==> config.mk <==
export PLATFORM = sky130hd
export DESIGN_NAME = cmd_frame_parser_flat
export DESIGN_NICKNAME = d
export VERILOG_FILES = /design/src/rtl/cmd_frame_parser_pkg.sv /design/src/rtl/cmd_frame_parser_if.sv /design/src/rtl/cmd_frame_parser_watchdog.sv /design/src/rtl/cmd_frame_parser.sv /design/src/flat_wrapper.sv
export SDC_FILE = /design/constraint.sdc
export NUM_CORES = 1
export LEC_CHECK = 0
export ABC_AREA = 1
export BUFFER_PORTS_ARGS = -buffer_cell sky130_fd_sc_hd__buf_4
export CORE_UTILIZATION = 34
export CTS_CLUSTER_SIZE = 20
export DETAILED_ROUTE_END_ITERATION = 10
export GPL_TIMING_DRIVEN = 0
export PLACE_DENSITY_LB_ADDON = 0.2
export SYNTH_ARGS = -nofsm -noshare
export SYNTH_HDL_FRONTEND = slang
export SYNTH_SLANG_ARGS = --single-unit
==> constraint.sdc <==
create_clock -name clk -period 2.15 [get_ports clk]
set_input_delay 0.43 -clock clk [delete_from_list [all_inputs] [get_ports clk]]
set_output_delay 0.43 -clock clk [all_outputs]
set_load 0.02 [all_outputs]
==> src/rtl/cmd_frame_parser_pkg.sv <==
// Shared constants for the FX2 command channel: sync byte, parser states
// and the register-file address map.
package timetag_cmd_pkg;

  localparam logic [7:0] SYNC_BYTE = 8'hAA;

  typedef enum logic [2:0] {
    ST_HUNT  = 3'd0,
    ST_LEN   = 3'd1,
    ST_ADDR  = 3'd2,
    ST_DATA  = 3'd3,
    ST_ISSUE = 3'd4
  } cmd_state_t;

  localparam logic [7:0] REG_CTRL   = 8'h00;
  localparam logic [7:0] REG_SEQ    = 8'h01;
  localparam logic [7:0] REG_DET    = 8'h02;
  localparam logic [7:0] REG_PGEN   = 8'h04;
  localparam logic [7:0] REG_TDELAY = 8'h05;

endpackage

==> src/rtl/cmd_frame_parser_if.sv <==
// Byte-stream input and register-write handshake of the command parser.
// master is the parser side; slave is the FIFO reader / register file side.
interface cmd_frame_parser_if #(
  parameter int DATA_BYTES = 4
);
  logic [7:0]              in_data;
  logic                    in_valid;
  logic                    in_ready;
  logic [7:0]              reg_addr;
  logic [8*DATA_BYTES-1:0] reg_data;
  logic                    reg_wr;
  logic                    reg_ack;

  modport master (
    input  in_data, in_valid, reg_ack,
    output in_ready, reg_addr, reg_data, reg_wr
  );

  modport slave (
    output in_data, in_valid, reg_ack,
    input  in_ready, reg_addr, reg_data, reg_wr
  );
endinterface

==> src/rtl/cmd_frame_parser_watchdog.sv <==
// Idle counter for in-frame byte gaps: expired pulses once TIMEOUT-1 idle
// cycles have been counted; clear (a byte) always wins over expiry.
module frame_watchdog #(
  parameter int TIMEOUT = 1024
) (
  input  logic clk,
  input  logic reset_n,
  input  logic clear,
  input  logic enable,
  output logic expired
);

  localparam int CW = $clog2(TIMEOUT);

  logic [CW-1:0] cnt_q, cnt_d;

  assign expired = enable && !clear && (cnt_q == CW'(TIMEOUT - 1));

  always_comb begin
    cnt_d = cnt_q + CW'(1);
    if (clear || !enable || expired) cnt_d = '0;
  end

  always_ff @(posedge clk or negedge reset_n) begin
    if (!reset_n) cnt_q <= '0;
    else          cnt_q <= cnt_d;
  end

endmodule

==> src/rtl/cmd_frame_parser.sv <==
// Sync-hunting command frame parser: AA, LEN, ADDR, LEN data bytes -> one
// register write. Bad lengths and stalled frames are dropped and counted.
import timetag_cmd_pkg::*;

module cmd_frame_parser #(
  parameter int DATA_BYTES = 4,
  parameter int TIMEOUT    = 1024
) (
  input  logic               clk,
  input  logic               reset_n,
  cmd_frame_parser_if.master bus,
  output logic               busy,
  output logic [7:0]         err_count
);

  localparam int DW = 8 * DATA_BYTES;

  cmd_state_t    state_q, state_d;
  logic [7:0]    len_q, len_d;
  logic [7:0]    idx_q, idx_d;
  logic [7:0]    addr_q, addr_d;
  logic [7:0]    err_q, err_d;
  logic [DW-1:0] data_q, data_d;
  logic          in_ready_q, in_ready_d;
  logic          reg_wr_q, reg_wr_d;
  logic          fire, wd_enable, wd_expired, err_inc;

  assign fire      = bus.in_valid && in_ready_q;
  assign wd_enable = (state_q == ST_LEN) || (state_q == ST_ADDR) || (state_q == ST_DATA);

  frame_watchdog #(.TIMEOUT(TIMEOUT)) u_watchdog (
    .clk     (clk),
    .reset_n (reset_n),
    .clear   (fire),
    .enable  (wd_enable),
    .expired (wd_expired)
  );

  always_comb begin
    state_d = state_q;
    len_d   = len_q;
    idx_d   = idx_q;
    addr_d  = addr_q;
    data_d  = data_q;
    err_d   = err_q;
    err_inc = 1'b0;
    case (state_q)
      ST_HUNT: begin
        if (fire && bus.in_data == SYNC_BYTE) state_d = ST_LEN;
      end
      ST_LEN: begin
        if (fire) begin
          if (bus.in_data == 8'd0 || bus.in_data > 8'(DATA_BYTES)) begin
            state_d = ST_HUNT;
            err_inc = 1'b1;
          end else begin
            len_d   = bus.in_data;
            state_d = ST_ADDR;
          end
        end
      end
      ST_ADDR: begin
        if (fire) begin
          addr_d  = bus.in_data;
          data_d  = '0;
          idx_d   = 8'd0;
          state_d = ST_DATA;
        end
      end
      ST_DATA: begin
        if (fire) begin
          for (int k = 0; k < DATA_BYTES; k++) begin
            if (idx_q == 8'(k)) data_d[8*k +: 8] = bus.in_data;
          end
          idx_d = idx_q + 8'd1;
          if (idx_q == len_q - 8'd1) state_d = ST_ISSUE;
        end
      end
      ST_ISSUE: begin
        if (bus.reg_ack) state_d = ST_HUNT;
      end
      default: state_d = ST_HUNT;
    endcase

    // Expiry is already suppressed by the watchdog when a byte lands this cycle.
    if (wd_expired) begin
      state_d = ST_HUNT;
      err_inc = 1'b1;
    end
    if (err_inc && err_q != 8'hFF) err_d = err_q + 8'd1;

    in_ready_d = (state_d != ST_ISSUE);
    reg_wr_d   = (state_d == ST_ISSUE);
  end

  always_ff @(posedge clk or negedge reset_n) begin
    if (!reset_n) begin
      state_q    <= ST_HUNT;
      len_q      <= 8'd0;
      idx_q      <= 8'd0;
      addr_q     <= 8'd0;
      data_q     <= '0;
      err_q      <= 8'd0;
      in_ready_q <= 1'b1;
      reg_wr_q   <= 1'b0;
    end else begin
      state_q    <= state_d;
      len_q      <= len_d;
      idx_q      <= idx_d;
      addr_q     <= addr_d;
      data_q     <= data_d;
      err_q      <= err_d;
      in_ready_q <= in_ready_d;
      reg_wr_q   <= reg_wr_d;
    end
  end

  assign bus.in_ready = in_ready_q;
  assign bus.reg_wr   = reg_wr_q;
  assign bus.reg_addr = addr_q;
  assign bus.reg_data = data_q;
  assign busy         = (state_q != ST_HUNT);
  assign err_count    = err_q;

endmodule

==> src/flat_wrapper.sv <==
// flat-port wrapper written by rule: the top's interface ports become plain ports
module cmd_frame_parser_flat 
#(
  parameter int DATA_BYTES = 4,
  parameter int TIMEOUT    = 1024
)
  (clk, reset_n, busy, err_count, bus_in_data, bus_in_valid, bus_reg_ack, bus_in_ready, bus_reg_addr, bus_reg_data, bus_reg_wr);
  cmd_frame_parser_if #(.DATA_BYTES(DATA_BYTES)) bus_i ();
  input  logic clk;
  input  logic reset_n;
  output logic busy;
  output logic [7:0] err_count;
  input wire logic [$bits(bus_i.in_data)-1:0] bus_in_data;
  input wire logic [$bits(bus_i.in_valid)-1:0] bus_in_valid;
  input wire logic [$bits(bus_i.reg_ack)-1:0] bus_reg_ack;
  output wire logic [$bits(bus_i.in_ready)-1:0] bus_in_ready;
  output wire logic [$bits(bus_i.reg_addr)-1:0] bus_reg_addr;
  output wire logic [$bits(bus_i.reg_data)-1:0] bus_reg_data;
  output wire logic [$bits(bus_i.reg_wr)-1:0] bus_reg_wr;
  assign bus_i.in_data = bus_in_data;
  assign bus_i.in_valid = bus_in_valid;
  assign bus_i.reg_ack = bus_reg_ack;
  assign bus_in_ready = bus_i.in_ready;
  assign bus_reg_addr = bus_i.reg_addr;
  assign bus_reg_data = bus_i.reg_data;
  assign bus_reg_wr = bus_i.reg_wr;
  cmd_frame_parser #(.DATA_BYTES(DATA_BYTES), .TIMEOUT(TIMEOUT)) u_core (.clk(clk), .reset_n(reset_n), .bus(bus_i), .busy(busy), .err_count(err_count));
endmodule
==> results of run 1 <==
[through the flow]
stage	utilization (%)	total power, W	instance area [um^2]	hold WS, ps	std cells
floorplan	-	0.001607	3960	134.4	461
global placement	40.50	0.001682	4604	474.1	666
detailed placement	40.50	0.001685	4604	485.3	666
CTS	43.19	0.003313	4911	296.7	682
global route	43.19	0.003387	4911	337.8	682
finish	43.19	0.003262	4911	242.6	682
[path summary, 6_finish.rpt]
check,start,end,slack [ps]
max in group asynchronous,reset_n,u_core.bus.reg_data[21]$_DFFE_PN0P_,1260
min reg2reg,u_core.len_q[7]$_DFFE_PN0P_,u_core.len_q[7]$_DFFE_PN0P_,490
min in group clk,bus_in_data[4],u_core.bus.reg_addr[4]$_DFFE_PN0P_,370
min,reset_n,u_core.u_watchdog.cnt_q[3]$_DFF_PN0_,240
max reg2reg,u_core.u_watchdog.cnt_q[0]$_DFF_PN0_,u_core.err_count[0]$_DFFE_PN0P_,330
max,u_core.u_watchdog.cnt_q[0]$_DFF_PN0_,u_core.err_count[0]$_DFFE_PN0P_,330
[worst max-delay path, stage by stage (launching register included)]
cell and delay, ps:
sky130_fd_sc_hd__dfrtp_1 420, sky130_fd_sc_hd__ha_1 200, sky130_fd_sc_hd__nand2_2 90, sky130_fd_sc_hd__nor2_4 140, sky130_fd_sc_hd__nand3_2 130, sky130_fd_sc_hd__nor2_4 150
sky130_fd_sc_hd__nand4_4 110, sky130_fd_sc_hd__nand2_4 110, sky130_fd_sc_hd__nand2_4 60, sky130_fd_sc_hd__buf_6 150, sky130_fd_sc_hd__xnor2_2 120
[state kept, by name, indices dropped and copies added, names as in the netlist]
signal	count
u_core.bus.in_ready	1
u_core.bus.reg_data	32
u_core.bus.reg_addr	8
u_core.len_q	8
u_core.err_count	8
u_core.idx_q	8
u_core.state_q	3
u_core.u_watchdog.cnt_q	10
u_core.bus.reg_wr	1
[cell usage in the layout (no fill, tap or decap), drive strengths merged, types with 4 or more instances in the layout]
cell type | netlist | routed
xor2 | 11 | 11
o21ai | 25 | 25
xnor2 | 4 | 4
nor3 | 9 | 9
nand3 | 57 | 57
nand4 | 8 | 8
a21oi | 14 | 14
ha | 7 | 7
nor4 | 4 | 4
buf | 7 | 69
nand2 | 140 | 140
dfrtp | 78 | 78
nor2 | 41 | 41
clkbuf | 1 | 13
inv | 48 | 48
[where the power goes]
| group | internal, W | total (W) | leakage [nW] | switching [W] |
|---|---|---|---|---|
| Sequential | 0.00150 | 0.00152 | 1.06 | 0.0000174 |
| Clock | 0.00101 | 0.00161 | 0.151 | 0.000595 |
| Combinational | 0.0000455 | 0.000135 | 1.38 | 0.0000900 |
[routing by layer]
layer,GRT usage [%],up-vias,wire (um)
met5,0,-,0
li1,-,1636,-
met4,5.333,0,135
met2,26.03,71,4365
met1,23.97,1499,4608
met3,7.232,9,599
[cell families after synthesis]
logic type | synth area share, %
adder cells (fa/ha/maj) | 2.212
AO/OA/AOI/OAI | 5.403
XOR/XNOR | 3.507
AND/OR/NAND/NOR | 33.08
buffers and inverters | 5.845
flip-flops | 49.95
[layout make-up]
cell class / instances / area [um^2] / share of cell area (%)
tap: 143 / 178.9 / 3.643
buffer: 8 / 48.80 / 0.9936
sequential: 79 / 1978 / 40.28
multi-input combinational: 326 / 1750 / 35.64
clock inverter: 4 / 70.07 / 1.427
inverter: 48 / 182.7 / 3.720
timing repair buffer: 62 / 465.4 / 9.478
clock buffer: 12 / 236.5 / 4.815
==> qor.csv, run 1 <==
stage,metric,value,unit
outcome,run status,"complete, no violations",
floorplanning,area of the die,12080,um^2
critical_path,FF-to-FF path depth,10,
critical_path,data arrival at the endpoint of the critical path,2040,ps
synthesis,fraction of the yosys area taken by sequential cells,49.95,%
sta,achievable clock frequency,550.2,MHz
place,estimated wirelength of the detail-placed design,7053,um
synthesis,synthesized area,3960,um^2
sta,setup violation total in the final timing report,0,
clock_tree,cell at the root of the clock tree,sky130_fd_sc_hd__clkbuf_16,
clock_tree,Num CTS Buffers,9,
finish,proportion of layout cells with a drive suffix above 1,22.82,%
critical_path,Worst setup EP type,register,
floorplanning,die span in y,109.9,um
synthesis,Synth warnings,0,
synthesis,share of the synthesized area in the top cell type,49.29,%
power,P per Cell Area,664.3,nW/um^2
finish,antenna diode count,0,
floorplanning,count of boundary I/O pins,63,
clock_tree,Max Root-Sink Buffers,2,
finish,total of fill cells in the finished design,1134,
critical_path,critical path data required time,2370,ps
place,count of port buffers added during placement,62,
sta,Final Max Tran Viols,0,
drt,Via-to-Cell Ratio,4.714,
clock_tree,clock tree from TritonCTS,built,
critical_path,startpoint-to-endpoint class of the critical path,reg -> reg,
floorplanning,starting density of the core,34.83,%
drt,number of detailed-routing iterations run before antenna repair,4,
sta,tightest slew margin relative to the limit,34.15,%
floorplanning,die span in x,109.9,um
global_routing,first-pass GRT wire length,15960,um
power,P_leak,2.597,nW
drt,total length of routed wires,9709,um
floorplanning,number of standard-cell rows in the floorplan,39,
synthesis,most common cell in the netlist,sky130_fd_sc_hd__nand2_1,
global_routing,all-layer global routing usage,17.81,%
place,"worst slack, placed",326.6,ps
clock_tree,maximum level of the CTS H-tree,3,
global_routing,number of antenna violations at the first check in global routing,0,
run,Max-Cap Viols,0,
critical_path,nature of the critical path startpoint,register,
synthesis,number of instances in the synthesized netlist,461,
clock_tree,setup fix buffers added after clock tree synthesis,0,
sta,clock period minus final worst setup slack,1817,ps
floorplanning,Floorplan Core Area,11370,um^2
finish,area growth from synthesis to final layout,24.01,%
drt,total vias in the final route,3215,
hold_path,path class of the lowest-slack min-delay path,in -> async,
synthesis,proportion of register bits with asynchronous set or reset after synthesis,100.0,%
synthesis,Mean Syn Cell Area,8.590,um^2
finish,layout net count,553,
sta,RSZ-0062 raised after global routing,false,
drt,post-detailed-route wirelength per cell,14.24,um
sta,Final Hold Fails,0,
synthesis,most common flop cell mapped by yosys,sky130_fd_sc_hd__dfrtp_1,
sta,fin crit share,84.53,%
synthesis,number of flops mapped to enable cells by yosys,0,
clock_tree,sinks on the clock net,79,
clock_tree,hold-fix buffer count after cts,0,
synthesis,commonest cells in the netlist,"sky130_fd_sc_hd__nand2_1 (129), sky130_fd_sc_hd__dfrtp_1 (78), sky130_fd_sc_hd__nand3_1 (50), sky130_fd_sc_hd__inv_1 (39), sky130_fd_sc_hd__nor2_1 (37)",
global_routing,largest net degree at the start of global routing,80,
drt,count of antenna-violating nets left after detailed routing,0,
clock_tree,number of cells upsized or downsized after cts,0,
synthesis,"Net Count, Synth",480,
sta,Slew @ Worst Pin,987.7,ps
global_routing,aggregate global routing overflow,0,
sta,worst setup slack after layout,332.6,ps
global_routing,vias in the first global route,3163,
clock_tree,clock transition time at the flip-flop clock pins of the worst setup and hold paths,60,ps
place,routability congestion estimate from global placement,0.7766,
sta,final sum of negative setup slack,0,ps
critical_path,maximum net fanout on the critical path,10,
synthesis,library cell with the largest summed area after synthesis,sky130_fd_sc_hd__dfrtp_1,
synthesis,Yosys cell types,37,
power,maximum vdd drop,0.0004674,V
synthesis,flip-flop and latch count after synthesis,79,
clock_tree,source-to-sink clock delay at the later pin of the worst-skew pair,340,ps
sta,Max Clock Skew,4.896,ps
drt,DR DRC count,0,
synthesis,most area-consuming cells after synthesis,"sky130_fd_sc_hd__dfrtp_1 (49%), sky130_fd_sc_hd__nand2_1 (12%), sky130_fd_sc_hd__nand3_1 (6.3%), sky130_fd_sc_hd__inv_1 (3.7%), sky130_fd_sc_hd__nor2_1 (3.5%)",
drt,number of DRC markers after the initial detailed-route iteration,160,
(Power assumes the default switching activity.)
==> inputs of run 2 (changes only) <==
==> constraint.sdc (replaced) <==
create_clock -name clk -period 1.8 [get_ports clk]
set_input_delay 0.36 -clock clk [delete_from_list [all_inputs] [get_ports clk]]
set_output_delay 0.36 -clock clk [all_outputs]
set_load 0.02 [all_outputs]
==> run 2 against run 1 <==
  * Wire length rose by 1.9%
  * Count of clock-buffer cells in the layout unchanged
  * Critical path type unchanged
  * Critical endpoint is now u_core.bus.reg_data[1]$_DFFE_PN0P_
  * Via count rose by 2.1%
  * Largest power group unchanged
==> qor.csv, run 2 (same netlist as run 1, synthesis figures left out) <==
stage,metric,value,unit,change
power,maximum vdd drop,0.0005399,V,+16%
critical_path,delay of the slowest critical-path stage,450,ps,+30 ps
place,count of port buffers added during placement,62,,unchanged
critical_path,critical path data required time,2080,ps,-290 ps
critical_path,FF-to-FF path depth,7,,-3
sta,final worst hold slack,163.8,ps,-78.75 ps
clock_tree,clock tree from TritonCTS,built,,
drt,number of DRC markers after the initial detailed-route iteration,173,,+8.1%
clock_tree,maximum level of the CTS H-tree,3,,unchanged
sta,achievable clock frequency,558.6,MHz,+1.5%
critical_path,CP startpoint,u_core.state_q[2]$_DFF_PN0_,,
finish,layout net count,560,,+1.3%
critical_path,cell family with the largest share of critical-path delay,simple AND/OR/NAND/NOR gates,,
global_routing,first-pass GRT wire length,15970,um,about the same
drt,count of antenna-violating nets left after detailed routing,0,,unchanged
global_routing,number of antenna violations at the first check in global routing,0,,unchanged
critical_path,startpoint-to-endpoint class of the critical path,reg -> reg,,
place,routability congestion estimate from global placement,0.7766,,unchanged
drt,post-detailed-route wirelength per cell,14.36,um,+0.87%
hold_path,path class of the lowest-slack min-delay path,in -> async,,
clock_tree,clock transition time at the flip-flop clock pins of the worst setup and hold paths,60,ps,about the same
drt,total vias in the final route,3281,,+2.1%
drt,Top Layer Used,met4,,
critical_path,internal reg-to-reg setup slack,10,ps,-320 ps
finish,flip-flop count of the largest register after layout,32,,unchanged
sta,clock period minus final worst setup slack,1790,ps,-27.31 ps
sta,tightest slew margin relative to the limit,33.64,%,-0.51 points
sta,RSZ-0062 raised after global routing,true,,
global_routing,aggregate global routing overflow,0,,unchanged
critical_path,nature of the critical path startpoint,register,,
outcome,run status,"complete, no violations",,
clock_tree,Max Root-Sink Buffers,2,,unchanged
drt,met2 routed WL,4559,um,+4.4%
floorplanning,area of the die,12080,um^2,unchanged
sta,Final Max Tran Viols,0,,unchanged
floorplanning,die span in x,109.9,um,unchanged
drt,Via-to-Cell Ratio,4.762,,+1.0%
finish,proportion of layout cells with a drive suffix above 1,26.56,%,+3.7 points
clock_tree,sinks on the clock net,79,,unchanged
finish,"commonest non-fill, non-tap cell in the layout",sky130_fd_sc_hd__nand2_1,,
critical_path,chain of cells forming the critical path,"nor2_2, inv_2, nor2_1, inv_2, nor2_1, nand2_1, nand2_1",,
floorplanning,starting density of the core,34.83,%,unchanged
clock_tree,hold-fix buffer count after cts,0,,unchanged
critical_path,count of buffering cells on the critical path with inverters included,2,,+1
sta,final sum of negative setup slack,0,ps,unchanged
power,P_leak,2.671,nW,+2.8%
clock_tree,Num CTS Buffers,9,,unchanged
global_routing,all-layer global routing usage,17.82,%,about the same
critical_path,maximum net fanout on the critical path,8,,-2
critical_path,data arrival at the endpoint of the critical path,2070,ps,+30 ps
sta,Slew @ Worst Pin,995.4,ps,+7.725 ps
critical_path,Worst setup EP type,register,,
drt,wire length the detailed router placed on met1,4652,um,+0.95%
drt,number of detailed-routing iterations run before antenna repair,4,,unchanged
critical_path,cell with the largest stage delay on the worst path,sky130_fd_sc_hd__dfrtp_1,,
run,Max-Cap Viols,0,,unchanged
critical_path,worst reg2reg path startpoint,u_core.state_q[2]$_DFF_PN0_,,
floorplanning,number of standard-cell rows in the floorplan,39,,unchanged
floorplanning,die span in y,109.9,um,unchanged
clock_tree,source-to-sink clock delay at the later pin of the worst-skew pair,340,ps,about the same
drt,total length of routed wires,9894,um,+1.9%
place,estimated wirelength of the detail-placed design,7053,um,unchanged
sta,Max Clock Skew,3.952,ps,-0.9435 ps
drt,DR WL met3,582,um,-2.8%
critical_path,count of cell instances traversed by the critical path,7,,-3
sta,setup violation total in the final timing report,0,,unchanged
finish,highest-count cells in the layout ignoring fill and taps,"sky130_fd_sc_hd__nand2_1 (124), sky130_fd_sc_hd__dfrtp_1 (78), sky130_fd_sc_hd__buf_4 (68)",,
clock_tree,cell at the root of the clock tree,sky130_fd_sc_hd__clkbuf_16,,
global_routing,largest net degree at the start of global routing,80,,unchanged
power,P per Cell Area,767.9,nW/um^2,+16%
finish,antenna diode count,0,,unchanged
drt,DR DRC count,0,,unchanged
global_routing,vias in the first global route,3167,,+0.13%
sta,Final Hold Fails,0,,unchanged
floorplanning,Floorplan Core Area,11370,um^2,unchanged
floorplanning,count of boundary I/O pins,63,,unchanged
finish,area growth from synthesis to final layout,28.34,%,
sta,fin crit share,99.45,%,+15 points
## run 2: cell types whose count changed in the layout (fill, tap and decap cells not counted), moves of 2 or more
cell	change
sky130_fd_sc_hd__nor2_1	-3
sky130_fd_sc_hd__nand2_4	+6
sky130_fd_sc_hd__nand2_1	-5
sky130_fd_sc_hd__inv_2	+3
sky130_fd_sc_hd__ha_1	-2
sky130_fd_sc_hd__inv_1	-3
sky130_fd_sc_hd__nor2_2	+2
sky130_fd_sc_hd__buf_4	+6
## run 2: repair_timing
item	CTS	global route
setup endpoints to repair	17	60
resized for setup	2	26
pin swaps	0	13
setup buffers	1	5
cloned	0	1
## run 2: per-layer routing
metal  up-vias  GRT usage, %
li1       1653             -
met4         0         5.333
met1      1552         23.97
met5         -             0
met2        70         26.07
met3         6         7.232
## run 2: stage by stage
stage / utilization (%) / cells / worst slack (ps) / total power (W) / instance area (um^2)
after CTS: 43.28 / 683 / 16.84 / 0.003958 / 4921
after global routing: 44.70 / 689 / -95.96 / 0.004050 / 5082
after global placement: 40.50 / 666 / -0.1087 / 0.002008 / 4604
final: 44.70 / 689 / 9.910 / 0.003903 / 5082
after floorplan: - / 461 / 168.3 / 0.001919 / 3960
after detailed placement: 40.50 / 666 / -23.37 / 0.002012 / 4604
## run 2: final cells by class
| cell class | count | area (um^2) |
|---|---|---|
| fillers | 1110 | 6287 |
| flip-flops and latches | 79 | 1978 |
| multi-input cells | 326 | 1838 |
| repair buffers | 69 | 535.5 |
| clock buffers | 12 | 236.5 |
| inverters | 48 | 185.2 |
| well taps | 143 | 178.9 |
| clock inverters | 4 | 70.07 |
| plain buffers | 8 | 60.06 |
## run 2: worst register-to-register path, cell delays in order (launching register included)
cell and delay, ps:
sky130_fd_sc_hd__dfrtp_1 450, sky130_fd_sc_hd__nor2_2 220, sky130_fd_sc_hd__inv_2 50, sky130_fd_sc_hd__nor2_1 290, sky130_fd_sc_hd__inv_2 140, sky130_fd_sc_hd__nor2_1 410
sky130_fd_sc_hd__nand2_1 100, sky130_fd_sc_hd__nand2_1 70
## run 2: report_power, final
group,internal [W],switching (W)
sequential,0.00179,0.0000211
combinational,0.0000574,0.000110
clock,0.00121,0.000710
## run 2: worst paths after layout
check | end
worst min register to register | u_core.len_q[7]$_DFFE_PN0P_
max in group asynchronous | u_core.bus.reg_data[12]$_DFFE_PN0P_
worst max-delay path | u_core.bus.reg_data[1]$_DFFE_PN0P_
worst max register to register | u_core.bus.reg_data[1]$_DFFE_PN0P_
worst min-delay path | u_core.u_watchdog.cnt_q[3]$_DFF_PN0_
min in group clk | u_core.bus.reg_addr[4]$_DFFE_PN0P_
